$ cat config.mk
export PLATFORM = sky130hd
export DESIGN_NAME = mdu_issue_ctrl
export DESIGN_NICKNAME = d
export VERILOG_FILES = /design/src/rtl/mdu_issue_ctrl.sv
export SDC_FILE = /design/constraint.sdc
export NUM_CORES = 1
export LEC_CHECK = 0
export ABC_AREA = 1
export CORE_AREA = 4 4 123 125
export DETAILED_ROUTE_END_ITERATION = 10
export DIE_AREA = 0 0 127 129
export PLACE_DENSITY = 0.83
export SLEW_MARGIN = 20
export SYNTH_ARGS = -nofsm -noshare
export SYNTH_HDL_FRONTEND = slang
export SYNTH_SLANG_ARGS = --single-unit
$ cat constraint.sdc
create_clock -name clk -period 1.85 [get_ports clk]
set_clock_uncertainty 0.05 [all_clocks]
set_input_delay 0.2775 -clock clk [delete_from_list [all_inputs] [get_ports clk]]
set_output_delay 0.2775 -clock clk [all_outputs]
set_load 0.01 [all_outputs]
$ cat src/rtl/mdu_issue_ctrl.sv
// mdu_issue_ctrl: sequences one M-extension op from the CPU into the divider or multiplier and returns its result
module mdu_issue_ctrl #(
  parameter int XLEN = 32,
  parameter int RD_W = 5
) (
  input  logic            clk,
  input  logic            rst,
  input  logic            req_valid,
  output logic            req_ready,
  input  logic [2:0]      req_funct3,
  input  logic [XLEN-1:0] req_rs1,
  input  logic [XLEN-1:0] req_rs2,
  input  logic [RD_W-1:0] req_rd,
  output logic            resp_valid,
  input  logic            resp_ready,
  output logic [XLEN-1:0] resp_data,
  output logic [RD_W-1:0] resp_rd,
  output logic            resp_exception,
  input  logic            flush,
  output logic [XLEN-1:0] div_dividend,
  output logic [XLEN-1:0] div_divisor,
  output logic            div_in_valid,
  output logic [1:0]      div_type,
  output logic            div_cpu_busy,
  input  logic [XLEN-1:0] div_out,
  input  logic            div_out_valid,
  input  logic            div_busy,
  input  logic            div_exception,
  output logic [XLEN-1:0] mul_a,
  output logic [XLEN-1:0] mul_b,
  output logic            mul_in_valid,
  output logic [1:0]      mul_type,
  output logic            mul_cpu_busy,
  input  logic [XLEN-1:0] mul_out,
  input  logic            mul_out_valid,
  input  logic            mul_busy
);
  typedef enum logic [2:0] {IDLE, ISSUE, WAIT, RESP, DRAIN} state_t;
  state_t          r_state;
  logic [2:0]      r_funct3;
  logic [XLEN-1:0] r_rs1, r_rs2, r_data;
  logic [RD_W-1:0] r_rd;
  logic            r_exc;
  logic            w_div, w_busy, w_out_valid, w_start, w_release;
  logic [XLEN-1:0] w_out;
  assign w_div          = r_funct3[2];
  assign w_busy         = w_div ? div_busy : mul_busy;
  assign w_out_valid    = w_div ? div_out_valid : mul_out_valid;
  assign w_out          = w_div ? div_out : mul_out;
  assign w_start        = (r_state == ISSUE) && !w_busy;
  assign w_release      = (r_state == WAIT) || (r_state == DRAIN);
  assign req_ready      = (r_state == IDLE);
  assign resp_valid     = (r_state == RESP);
  assign resp_data      = r_data;
  assign resp_rd        = r_rd;
  assign resp_exception = r_exc;
  assign div_dividend   = r_rs1;
  assign div_divisor    = r_rs2;
  assign div_type       = r_funct3[1:0];
  assign div_in_valid   = w_start && w_div;
  assign div_cpu_busy   = !(w_release && w_div);
  assign mul_a          = r_rs1;
  assign mul_b          = r_rs2;
  assign mul_type       = r_funct3[1:0];
  assign mul_in_valid   = w_start && !w_div;
  assign mul_cpu_busy   = !(w_release && !w_div);
  // op sequencing: accept, issue once the unit is idle, collect, hand back; flush abandons and drains
  always_ff @(posedge clk) begin
    if (rst) begin
      r_state  <= IDLE;
      r_funct3 <= '0;
      r_rs1    <= '0;
      r_rs2    <= '0;
      r_rd     <= '0;
      r_data   <= '0;
      r_exc    <= 1'b0;
    end else begin
      case (r_state)
        IDLE: if (req_valid && !flush) begin
          r_funct3 <= req_funct3;
          r_rs1    <= req_rs1;
          r_rs2    <= req_rs2;
          r_rd     <= req_rd;
          r_state  <= ISSUE;
        end
        ISSUE: r_state <= flush ? (w_start ? DRAIN : IDLE) : (w_start ? WAIT : ISSUE);
        WAIT: if (w_out_valid) begin
          r_data  <= w_out;
          r_exc   <= w_div && div_exception;
          r_state <= flush ? IDLE : RESP;
        end else if (flush) r_state <= DRAIN;
        RESP:    if (flush || resp_ready) r_state <= IDLE;
        DRAIN:   if (w_out_valid) r_state <= IDLE;
        default: r_state <= IDLE;
      endcase
    end
  end
endmodule

# ---- After elaboration in Yosys (flattened, before gate mapping)
# Index checks and enable logic that the tools add are counted.
dict set report op_classes {
  n_mux 13
  n_eq_ne 8
  n_reduce_logical 18
}
# cell count
set ops {}
lappend ops {{32-bit two-way mux} 1}
lappend ops {{3-bit two-way mux} 7}
lappend ops {{3-bit case mux with 5 select lines} 1}
lappend ops {{1-bit logical AND} 7}
lappend ops {{3-bit by 2-bit == test with 1-bit output, second input constant} 2}
lappend ops {{1-bit logical NOT} 5}
lappend ops {{2-bit two-way mux} 2}
lappend ops {{2-bit by 1-bit inequality test with 1-bit output, second input constant} 2}
lappend ops {{2-bit AND reduction} 2}
lappend ops {{4-bit AND reduction} 1}
lappend ops {{3-bit by 1-bit == test with 1-bit output, second input constant} 1}
lappend ops {{3-bit == test, second input constant} 1}
lappend ops {{3-bit logical NOT} 1}
lappend ops {{3-bit inequality test, second input constant} 1}
lappend ops {{1-bit logical OR} 2}
lappend ops {{1-bit two-way mux} 2}
lappend ops {{2-bit inequality test, second input constant} 1}
dict set report word_totals {
  wordCells 46
  output_inout_bits 176
  in_bits 146
  register_bits 108
}

# ---- Longest topological paths before layout
# Gate-level depths: netlist of the first run.
dict set report depth {
  ltp_word 6
  ltp_mapped 9
  depth_no_buf 8
}

# ---- Worst setup path before layout of the first run
# No wires, ideal clock.
dict set report synth_path {
  path_type {register -> output}
  from {register r_state[0]}
  to {output div_in_valid}
  arrival_ns 0.981
  path_buffers 0
  required_time_ns 1.522
  path_slack_ns 0.542
  stages_incl_launch_ff 6
  path_cell_list {dfxtp_1 -> inv_1 -> nor3_1 -> and2_1 -> inv_1 -> nor2_1}
}
dict set report synth_via {
  elab_chain_len 3
}
# item line_no
set synth_rtl {}
lappend synth_rtl {{start: declaration} 39} ;# state_t r_state;
lappend synth_rtl {{start signal: assignment} 86} ;# ISSUE: r_state <= flush ? (w_start ? DRAIN : IDLE) : (w_start ? WAIT : ISSUE);
lappend synth_rtl {{start signal: assignment} 90} ;# r_state <= flush ? IDLE : RESP;
lappend synth_rtl {{3-bit by 1-bit == test with 1-bit output} 50} ;# assign w_start = (r_state == ISSUE) && !w_busy;
lappend synth_rtl {{1-bit logical AND} 50}
lappend synth_rtl {{1-bit logical AND} 60} ;# assign div_in_valid = w_start && w_div;
lappend synth_rtl {{end: declaration} 22} ;# output logic div_in_valid,
# Every way passes these cells.

# ---- Worst setup path after layout of the first run
dict set report layout_path {
  from {register r_state[0]}
  to {output mul_cpu_busy}
}
dict set report layout_via {
  elab_chain_len 4
  word_cells_on_any_way 5
  cone_classes {eq/ne: 2; reduce/logical: 3}
}
# item line_no
set layout_rtl {}
lappend layout_rtl {{3-bit by 2-bit == test with 1-bit output or 3-bit == test (tied branches)} 51} ;# assign w_release = (r_state == WAIT) || (r_state == DRAIN);
lappend layout_rtl {{1-bit logical OR (*)} 51}
lappend layout_rtl {{1-bit logical AND (*)} 66} ;# assign mul_cpu_busy = !(w_release && !w_div);
lappend layout_rtl {{1-bit logical NOT (*)} 66}
lappend layout_rtl {{end: declaration} 33} ;# output logic mul_cpu_busy,
# Mark *: on every way between the ends. The rest lies on a longest branch, timed or not.

==> results of run 1 <==
==> synth_stat cells <==
cell      number  area share (%)
nand2_2        1            0.13
nand3_1        7            0.74
clkbuf_1      17             1.4
and2_1         1            0.13
nor2_1         7            0.56
o21ai_0        4            0.43
buf_2         21             2.2
nand2_1      227              18
buf_4         70              11
a211oi_2       1            0.27
inv_1          8            0.64
nor3_1         2            0.21
inv_2          3            0.24
a31oi_1       32             4.3
o21bai_1      32             5.1
nor2_4         2            0.48
dfxtp_1      108              46
a21oi_1       75             8.0
==> registers in the layout, summed over array words and instances (netlist names) <==
| name | flops |
|---|---|
| resp_data | 32 |
| div_divisor | 32 |
| r_state | 3 |
| resp_rd | 5 |
| resp_exception | 1 |
| div_dividend | 32 |
| r_funct3 | 3 |
==> logic make-up after synthesis <==
logic type | share of synthesized area (%)
compound gates | 18.03
buf+inv | 15.64
simple gates | 20.37
flops | 45.96
==> final timing paths <==
check                                 start             to  cells past startpoint
worst max register to register  r_funct3[2]  resp_data[26]                      8
worst min-delay path                    rst     r_state[2]                      2
worst max-delay path             r_state[0]   mul_cpu_busy                      6
worst min register to register   resp_rd[1]     resp_rd[1]                      2
==> cell type report <==
class	count	share of cell area, %
clock buffers	10	2.997
clock inverters	6	0.8787
inverters	11	0.5178
multi-input cells	391	22.89
flip-flops and latches	108	27.16
well taps	180	2.824
repair buffers	341	42.73
==> power breakdown <==
group / internal, mW / switching [mW]
Combinational: 0.731 / 0.508
Sequential: 2.43 / 0.0794
Clock: 1.10 / 0.874
Total: 4.27 / 1.46
==> metrics by stage <==
step                      hold slack [ns]  setup TNS, ns  area (sq um)  util [%]  worst slack (ns)
after floorplan                    0.3749              0          4705         -            0.5417
after global placement             0.3969        -0.4881          7659     55.17           -0.2492
after detailed placement           0.4045        -0.5044          7659     55.17           -0.2607
after CTS                          0.3254              0          7975     57.45           0.01246
after global routing               0.3370     -0.0009219          7974     57.45        -0.0009219
final                              0.3333              0          7974     57.45            0.1035
==> what timing repair did <==
action	in CTS	in global routing
pin swaps	0	0
setup endpoints to repair	6	5
resized for setup	12	10
==> per-layer routing <==
layer / up-vias / GRT usage (%) / part of all wire, %
li1: 2425 / - / -
met1: 2114 / 18.16 / 38
met2: 212 / 30.51 / 50
met3: 17 / 5.853 / 9.6
met4: 0 / 5.804 / 1.7
met5: - / 0 / 0
==> metrics.md, run 1 <==
| Metric | Value |
|---|---|
| Vias in the first global route | `4,479` |
| Syn avg cell area | `7.612 sq um` |
| H-tree Lvls | `3` |
| Clock Latency Late Sink | `0.34 ns` |
| Slew @ Worst Pin | `0.4210 ns` |
| Buf/Inv on CP | `3` |
| Post-CTS Hold Fix Bufs | `0` |
| Leakage | `3.098 nW` |
| Worst setup EP type | `output pin` |
| Max_slew headroom | `71.93%` |
| Post-CTS Setup Inserts | `0` |
| CTS max path bufs | `2` |
| Hold crit path type | `input pin to flip-flop` |
| Number of fill cells | `1,250` |
| Synth Cell Area | `0.004705 sq mm` |
| CP max stage cell | `dfxtp_1` |
| Starting density of the core | `33.89%` |
| Vias | `4,768` |
| CTS Sinks | `108` |
| CTS tree | `built` |
| Syn Inst Count | `618` |
| Initial antenna violation count | `0` |
| Rows | `43` |
| Commonest non-fill, non-tap cell in the layout | `clkdlybuf4s50_1` |
| Final hold vios | `0` |
| Area delta synth->final | `69.49%` |
| Drt pass-1 iters | `4` |
| Maximum VDD drop | `0.5480 mV` |
| Max incr delay on CP | `0.33 ns` |
| DR WL/cell | `14.19 microns` |
| Crit path DAT | `1.42 ns` |
| First-pass GRT wire length | `22,110 microns` |
| Power Dens Cells | `718.2 mW/mm^2` |
| Fin nets | `1,008` |
| Share of cells above drive strength 1 | `5.998%` |
| DR DRC count | `0` |
| Routability cong. | `0.7941` |
| Largest net degree at the start of global routing | `60` |
| Status | `finished, final reports clean` |
| Ant diodes | `0` |
| CP delay by family, top | `buffers and inverters` |
| Cell count after placement | `1,031` |
| Worst reg2reg setup slack | `0.24 ns` |
| Initial drt markers | `224` |
| Crit-path max FO | `4` |
| FF+latch area | `0.002166 sq mm` |
| Crit start category | `flip-flop` |
| Max Freq | `0.5726 GHz` |
| Crit path required time | `1.52 ns` |
| Die extent in x | `127 microns` |
| Core area | `0.01388 sq mm` |
| Yosys cell types | `18` |
| RSZ-0062 raised after global routing | `true` |
| Top Ports | `322` |
| Maxcap violations | `0` |
| Min Tclk post-route | `1.747 ns` |
| Crit path kind | `flip-flop to output pin` |
| Period utilization | `94.41%` |
| Flops & latches, synth | `108` |
| Synthesis Warnings | `0` |
| Mapped Nets | `764` |
| DIE HEIGHT | `129 microns` |
| DP HPWL | `11,610 microns` |
| Total Power Consumption | `5.727 mW` |
| Worst path cell trace | `inv_1 -> buf_4 -> nand2_1 -> nor2_2 -> o21ai_0 -> clkdlybuf4s15_1` |
| Number of max-slew violations in the final report | `0` |
| IO Port Bufs | `321` |
| Full die area | `0.01638 sq mm` |
| Most frequent cells in the layout | `clkdlybuf4s50_1 (314), nand2_1 (227), dfxtp_1 (107), a21oi_1 (75)` |
| Count of final setup violators | `0` |
| Routed WL | `14,860 microns` |
| CTS Root Buffer Type | `clkbuf_16` |
| Gr ovfl total | `0` |
| Inserted Clock Buffers | `9` |
| Post-DR vias/cell | `4.554` |
| Multi-input gate area | `0.001826 sq mm` |
| Sequential fraction of the synthesis area | `45.96%` |
| Final Non-Filler Cells | `1,047` |
| Routed Antenna Nets | `0` |
| Gr usage total | `16.79%` |
| Register clock-pin slew on the reported worst setup and hold paths | `0.07 ns` |
(Power assumes the default switching activity.)
==> run 2, diff against run 1 <==
GPL_ROUTABILITY_DRIVEN = 0   (was default)
TNS_END_PERCENT = 1   (was default)
==> run 2 against run 1 <==
  * Sequential power about the same
  * Sequential cell count did not move
  * Final cell count did not move
  * Total power is essentially flat
  * Fmax fell by 1.4%
  * Global-route usage stayed put
  * Hold slack better by 0.0020 ns
  * Critical path depth is 1 lower
  * Core utilization barely moved
  * Die area stayed put
  * Sequential share of layout area is essentially flat
  * Highest routed layer unchanged
  * Largest cell class unchanged
==> metrics.md, run 2 (synthesis gave the netlist of run 1 again) <==
| Metric | Value |
|---|---|
| Max_slew headroom | `71.60%` |
| Worst Setup SP | `r_state[2]` |
| Area delta synth->final | `69.41%` |
| Max Freq | `0.5645 GHz` |
| Clock Latency Late Sink | `0.34 ns` |
| H-tree Lvls | `3` |
| DR WL/cell | `14.18 microns` |
| First-pass GRT wire length | `22,110 microns` |
| CTS Sinks | `108` |
| Vias | `4,771` |
| Core area | `0.01388 sq mm` |
| Gr ovfl total | `0` |
| Crit path kind | `flip-flop to output pin` |
| Routed Antenna Nets | `0` |
| Cell count after placement | `1,031` |
| Routed WL | `14,850 microns` |
| Final Non-Filler Cells | `1,047` |
| Reg-to-reg startpoint | `r_funct3[2]` |
| Ant diodes | `0` |
| DIE HEIGHT | `129 microns` |
| Leakage | `3.099 nW` |
| Die extent in x | `127 microns` |
| Starting density of the core | `33.89%` |
| Crit path required time | `1.52 ns` |
| Vias in the first global route | `4,479` |
| Hold Crit Start | `rst` |
| Post-DR vias/cell | `4.557` |
| Worst setup EP type | `output pin` |
| CTS tree | `built` |
| TNS Setup | `0 ns` |
| Gr usage total | `16.79%` |
| Crit start category | `flip-flop` |
| Worst path cell trace | `buf_4 -> inv_1 -> nor3_2 -> o21ai_0 -> dlygate4sd2_1` |
| Full die area | `0.01638 sq mm` |
| Post-CTS Setup Inserts | `0` |
| Crit-path max FO | `3` |
| Initial drt markers | `224` |
| Crit path DAT | `1.44 ns` |
| Hold crit path type | `input pin to flip-flop` |
| DP HPWL | `11,610 microns` |
| Initial antenna violation count | `0` |
| Maxcap violations | `0` |
| Share of cells above drive strength 1 | `5.882%` |
| Final hold vios | `0` |
| Slew @ Worst Pin | `0.4260 ns` |
| Inserted Clock Buffers | `9` |
| Period utilization | `95.75%` |
| Most frequent cells in the layout | `clkdlybuf4s50_1 (314), nand2_1 (227), dfxtp_1 (107), a21oi_1 (75)` |
| Post-CTS Hold Fix Bufs | `0` |
| Largest net degree at the start of global routing | `60` |
| Status | `finished, final reports clean` |
| Pre-CTS WS | `-0.2607 ns` |
| Total Power Consumption | `5.726 mW` |
| Min Tclk post-route | `1.771 ns` |
| CTS Root Buffer Type | `clkbuf_16` |
| CTS max path bufs | `2` |
| Number of fill cells | `1,252` |
| Max incr delay on CP | `0.34 ns` |
| Rows | `43` |
| IO Port Bufs | `321` |
| CP max stage cell | `dfxtp_1` |
| Maximum VDD drop | `0.5480 mV` |
| DR DRC count | `0` |
| Number of max-slew violations in the final report | `0` |
| FF+latch area | `0.002166 sq mm` |
| Fin nets | `1,008` |
| Setup WS post-layout | `0.07858 ns` |
| Count of final setup violators | `0` |
| Commonest non-fill, non-tap cell in the layout | `clkdlybuf4s50_1` |
| Top Ports | `322` |
| Drt pass-1 iters | `4` |
| RSZ-0062 raised after global routing | `true` |
| Register clock-pin slew on the reported worst setup and hold paths | `0.07 ns` |
| Power Dens Cells | `718.4 mW/mm^2` |
| Multi-input gate area | `0.001819 sq mm` |
## run 2: stage by stage
| step | utilization (%) | hold slack, ns | cell area, sq um |
|---|---|---|---|
| after floorplan | - | 0.3749 | 4705 |
| after global placement | 55.17 | 0.3969 | 7659 |
| after detailed placement | 55.17 | 0.4045 | 7659 |
| after CTS | 57.45 | 0.3254 | 7975 |
| after global routing | 57.42 | 0.3370 | 7970 |
| final | 57.42 | 0.3353 | 7970 |
## run 2: area by class of cell
class / instances / area share, %
inverter: 11 / 0.5181
timing repair buffer: 341 / 42.78
tap: 180 / 2.826
clock buffer: 10 / 2.998
multi-input combinational: 391 / 22.83
sequential: 108 / 27.17
clock inverter: 6 / 0.8791
## run 2: path summary, 6_finish.rpt
check | to | slack (ns) | cells past startpoint
min | resp_exception | 0.34 | 2
max | div_cpu_busy | 0.08 | 5
min reg2reg | resp_rd[1] | 0.41 | 2
max reg2reg | resp_data[26] | 0.23 | 8
## run 2: critical path, delay by kind of cell (launching register included)
family	cells	cell delay, ns
and+or+nand+nor	1	0.16
AOI/OAI and AO/OA	1	0.10
DFF	1	0.34
buffers and inverters	3	0.50
## run 2: power by group
group	total, mW	switching, mW	leakage (nW)	internal (mW)
combinational	1.24	0.507	2.07	0.732
sequential	2.51	0.0794	0.879	2.43
clock	1.97	0.873	0.154	1.10
total	5.73	1.46	3.10	4.27
## run 2: metal layers
layer,up-vias,part of all wire [%],track usage [%]
met3,17,9.5,5.853
li1,2426,-,-
met5,-,0,0
met1,2121,38,18.16
met4,0,1.7,5.804
met2,207,50,30.51
## run 2: what timing repair did
item	4_1_cts	5_1_grt
cloned	0	0
setup endpoints to repair	6	5
resized for setup	12	6
==> run 3, diff against run 2 <==
MAX_ROUTING_LAYER = met4   (was default)
==> run 3 against run 2 <==
  * Critical path type unchanged
  * Largest power group unchanged
  * Sequential share of layout area unchanged
  * Global-route usage rose by 0.53 points
  * First-iteration DRC count rose by 8.0%
  * Largest cell class unchanged
==> metrics.md, run 3 (synthesis gave the netlist of run 1 again) <==
| Metric | Value |
|---|---|
| Vias | `4,785` |
| Pre-CTS WS | `-0.2607 ns` |
| Final Non-Filler Cells | `1,047` |
| Period utilization | `95.81%` |
| Crit path kind | `flip-flop to output pin` |
| Core area | `0.01388 sq mm` |
| CTS max path bufs | `2` |
| IO Port Bufs | `321` |
| Routed WL | `14,920 microns` |
| Worst Hold End | `r_state[2]` |
| Maximum VDD drop | `0.5526 mV` |
| CTS Sinks | `108` |
| Post-CTS Hold Fix Bufs | `0` |
| Top Ports | `322` |
| Buf/Inv on CP | `3` |
| Register clock-pin slew on the reported worst setup and hold paths | `0.07 ns` |
| TNS Setup | `0 ns` |
| RSZ-0062 raised after global routing | `true` |
| Rows | `43` |
| Flop pwr share | `43.8%` |
| Final hold vios | `0` |
| First-pass GRT wire length | `22,100 microns` |
| Setup WS post-layout | `0.07744 ns` |
| Starting density of the core | `33.89%` |
| Crit path required time | `1.52 ns` |
| Largest net degree at the start of global routing | `60` |
| Sw Ratio | `25.56%` |
| Worst setup EP type | `output pin` |
| Post-DR vias/cell | `4.570` |
| CTS tree | `built` |
| CP delay by family, top | `buffers and inverters` |
| Count of final setup violators | `0` |
| Initial drt markers | `242` |
| Crit-path max FO | `3` |
| Clock Latency Late Sink | `0.34 ns` |
| DP HPWL | `11,610 microns` |
| Reg-to-reg startpoint | `r_funct3[2]` |
| DIE HEIGHT | `129 microns` |
| DR DRC count | `0` |
| Initial antenna violation count | `0` |
| Share of cells above drive strength 1 | `5.882%` |
| Fin nets | `1,008` |
| Status | `finished, final reports clean` |
| H-tree Lvls | `3` |
| Commonest non-fill, non-tap cell in the layout | `clkdlybuf4s50_1` |
| Min Tclk post-route | `1.773 ns` |
| Worst Reg-to-Reg Cells | `8` |
| Vias in the first global route | `4,489` |
| Max_slew headroom | `71.41%` |
| Clock power share | `34.5%` |
| Logic gate share of total power | `21.6%` |
| Cell count after placement | `1,031` |
| Crit start category | `flip-flop` |
| CTS Root Buffer Type | `clkbuf_16` |
| Number of max-slew violations in the final report | `0` |
| Die extent in x | `127 microns` |
| Cell area after layout | `0.007970 sq mm` |
| Full die area | `0.01638 sq mm` |
| Psw | `1.465 mW` |
| DR WL/cell | `14.25 microns` |
| Worst reg2reg setup slack | `0.24 ns` |
| Inserted Clock Buffers | `9` |
| Hold Crit Depth | `2` |
| Ant diodes | `0` |
| Worst path cell trace | `buf_4 -> inv_1 -> nor3_2 -> o21ai_0 -> dlygate4sd2_1` |
| Maxcap violations | `0` |
| Drt pass-1 iters | `4` |
| Hold Crit Start | `rst` |
| CP max stage cell | `dfxtp_1` |
| Power Dens Cells | `719.2 mW/mm^2` |
| Area delta synth->final | `69.41%` |
| Routed Antenna Nets | `0` |
| Crit path DAT | `1.45 ns` |
| Leakage | `3.099 nW` |
| Hold crit path type | `input pin to flip-flop` |
| Cell Area, Placed | `0.007659 sq mm` |
| Gr ovfl total | `0` |
| Gr usage total | `17.32%` |
| Post-CTS Setup Inserts | `0` |
| Power Internal | `4.267 mW` |
| Worst reg2reg endpoint | `resp_data[26]` |
| Max incr delay on CP | `0.34 ns` |
| Total Power Consumption | `5.732 mW` |
| Max Freq | `0.5642 GHz` |
| Most frequent cells in the layout | `clkdlybuf4s50_1 (314), nand2_1 (227), dfxtp_1 (107), a21oi_1 (75)` |
| Slew @ Worst Pin | `0.4289 ns` |
-- run 3: repair_timing --
action	CTS	global route
cloned	0	0
endpoints found under the hold margin	0	0
endpoints found under the setup margin	6	5
gates resized for setup	12	6
-- run 3: power by group through the flow --
stage | combinational (mW) | sequential (mW) | clock, mW
3_3_place_gp | 1.24 | 2.56 | 0
2_1_floorplan | 0.509 | 2.60 | 0
4_1_cts | 1.25 | 2.51 | 2.05
5_1_grt | 1.33 | 2.53 | 2.14
6_report | 1.24 | 2.51 | 1.98
3_5_place_dp | 1.25 | 2.57 | 0
-- run 3: layer usage --
metal | vias up | wire length [microns] | GRT usage (%)
met5 | - | 0 | -
met4 | 0 | 262 | 5.804
met3 | 17 | 1177 | 4.151
met2 | 210 | 7538 | 30.48
met1 | 2133 | 5944 | 19.28
li1 | 2425 | - | -
-- run 3: worst max-delay path by stage --
stage / start / end / slack (ns) / cells after the start
2_1_floorplan: r_state[0] / div_in_valid / 0.54 / 5
3_3_place_gp: div_busy / mul_in_valid / -0.25 / 8
3_5_place_dp: div_busy / mul_in_valid / -0.26 / 8
4_1_cts: r_funct3[2] / mul_in_valid / 0.01 / 8
5_1_grt: r_state[2] / mul_cpu_busy / -0.05 / 5
6_report: r_state[2] / div_cpu_busy / 0.08 / 5
-- run 3: stage by stage --
stage	util (%)	hold slack, ns
finish	57.42	0.3352
CTS	57.45	0.3254
global placement	55.17	0.3969
floorplan	-	0.3749
global route	57.42	0.3370
detailed placement	55.17	0.4045
-- run 3: cell type report --
type / instances / area [sq um]
Multi-Input combinational cell: 391 / 1819
Timing Repair Buffer: 341 / 3410
Clock inverter: 6 / 70.07
Inverter: 11 / 41.29
Clock buffer: 10 / 239.0
Fill cell: 1252 / 5911
Sequential cell: 108 / 2166
Tap cell: 180 / 225.2
-- run 3: worst reg2reg max path, stage by stage, from the launching register on --
cell and delay (ns):
dfxtp_4 0.37, inv_2 0.04, buf_4 0.20, nand2_1 0.10, nand2_2 0.10, nor2_4 0.19, buf_12 0.22, o21bai_1 0.09
a31oi_1 0.16
==> RTL edit, RTL diff (flow settings as in run 1) <==
The 5 states of `state_t` get a one-hot encoding in 5 bits.
--- a/src/rtl/mdu_issue_ctrl.sv
+++ b/src/rtl/mdu_issue_ctrl.sv
@@ -35,7 +35,7 @@
   input  logic            mul_out_valid,
   input  logic            mul_busy
 );
-  typedef enum logic [2:0] {IDLE, ISSUE, WAIT, RESP, DRAIN} state_t;
+  typedef enum logic [4:0] {IDLE = 5'b00001, ISSUE = 5'b00010, WAIT = 5'b00100, RESP = 5'b01000, DRAIN = 5'b10000} state_t;
   state_t          r_state;
   logic [2:0]      r_funct3;
   logic [XLEN-1:0] r_rs1, r_rs2, r_data;
Formal check against the unedited RTL: same outputs for any inputs over 4 cycles, from zero or initial values and one cycle with rst high; so few cycles prove little.
==> RTL edit against run 1 <==
Non-clock buffer count increased by 4; routed wire length increased by 9.9%; design area increased by 1.2%; sequential cell count increased by 2; via count increased by 6.6%; worst setup slack improved by 0.024 ns; final cell count increased by 3.6%; area after synthesis increased by 2.5%.
Power is not compared: it rests on default switching activity, and its combinational part moved more than twofold at a synthesized area within 25%.
==> RTL edit: results (changes against run 1) <==
Yosys
  – Net count after synthesis: 798 (+4.5%)
  – Top-count cell post-synth: nor2_1
  – Seq/Total Area, Yosys: 45.65% (-0.30 points)
  – Synth Area in Compound Gates: 15.25% (-2.8 points)
  – Mapped Cells: 652 (+5.5%)
  – Distinct cell type count after synthesis: 21 (+3)
  – Post-synth top cells: nor2_1, dfxtp_1, o21ai_0
  – Synth top area cells: dfxtp_1, nor2_1, buf_4
  – #FFs+latches synth: 110 (+1.9%)

Setup path
  – Worst r2r dst: div_divisor[23]
  – CP startpoint: r_state[1]
  – Slowest Stage Delay on Critical Path: 0.37 ns (+0.04 ns)
  – Origin of the critical flop-to-flop path: r_state[2]
  – Critical path's slowest cell: dfxtp_2
  – Critical path capture point: div_in_valid
  – Critical Path AT: 1.39 ns (-0.03 ns)
  – R2R cell count: 7 (-1)

Final layout
  – Non-clk bufs: 345 (+1.2%)
  – Non-clock buffer share: 42.44% (-0.28 points)
  – Share of cells above drive strength 1: 7.072% (+1.1 points)
  – Sequential portion of the cell area: 27.34% (+0.18 points)
  – Final Net Count: 1046 (+3.8%)
  – Clock network area share: 3.457% (-0.42 points)
  – Clock buffer count: 12 (+2)
  – Comb_multi_in: 417 (+6.6%)
  – Inverters: 17 (+6)
  – Final Core Density: 58.15% (+0.70 points)
  – Fraction of area in multi-input gates: 23.17% (+0.28 points)

Drt
  – Via density: 4.685 (+2.9%)
  – Routed length per instance: 15.05 µm (+6.1%)
  – Initial DRC Count: 206 (-8.0%)
  – Metal3 WL: 1541 µm (+7.8%)
  – Routed WL: 16330 µm (+9.9%)
  – Wire length on met2: 8520 µm (+14%)
  – DRT met1 WL: 5987 µm (+5.5%)

Clock network
  – H-tree Lvls: 3 (unchanged)
  – Post-CTS resize count: 18 (+6)
  – Post-CTS Setup Bufs: 1 (+1)

Global route
  – GRT Total Usage: 18.99% (+2.2 points)
  – GRT met1 Usage: 19.76% (+1.6 points)
  – GR Util met3: 6.600% (+0.75 points)
  – Global-route wire length before repair: 24830 µm (+12%)
  – Number of global-route vias before repair: 4982 (+11%)
  – Grt met2 use: 35.55% (+5.0 points)

Placement
  – Placed cells: 1067 (+3.5%)
  – Post-DP Area: 0.007787 mm² (+1.7%)
  – Placer congestion estimate: 0.8484 (+6.8%)
  – HPWL after DPL: 12530 µm (+7.9%)

Run status
  – Run status: complete, no violations

Hold path
  – Worst Hold End: resp_exception
  – Worst min path class: reg2reg
  – Hold path start: resp_exception

Timing
  – Worst hold margin: 0.4305 ns (+0.09718 ns)
  – Slew @ Worst Pin: 0.3678 ns (-0.05316 ns)

Pwr
  – VDD IR max: 0.6506 mV
==> RTL edit: cell types whose count changed in the layout (fill, tap and decap cells not counted), sizes merged, moves of 2 or more <==
cell           delta
dfxtp             +2
buf               +4
inv               +3
clkbuf            +4
nor2            +159
clkinvlp          +2
clkdlybuf4s15     -2
a21oi            -72
nand3             +6
nand2           -136
o21ai           +100
nand4             +3
o21bai           -32
==> RTL edit: metrics by stage <==
| step | TNS, ns | setup slack, ns |
|---|---|---|
| 3_3_place_gp | -0.2594 | -0.1301 |
| 6_report | 0 | 0.1277 |
| 3_5_place_dp | -0.5365 | -0.1278 |
| 5_1_grt | -0.002460 | -0.002460 |
| 2_1_floorplan | 0 | 0.5010 |
| 4_1_cts | -0.005800 | -0.005800 |
==> RTL edit: power breakdown <==
group          internal [W]  switching (W)
registers           0.00282       0.000352
logic               0.00204        0.00177
clock network      0.000957       0.000866
total               0.00582        0.00299
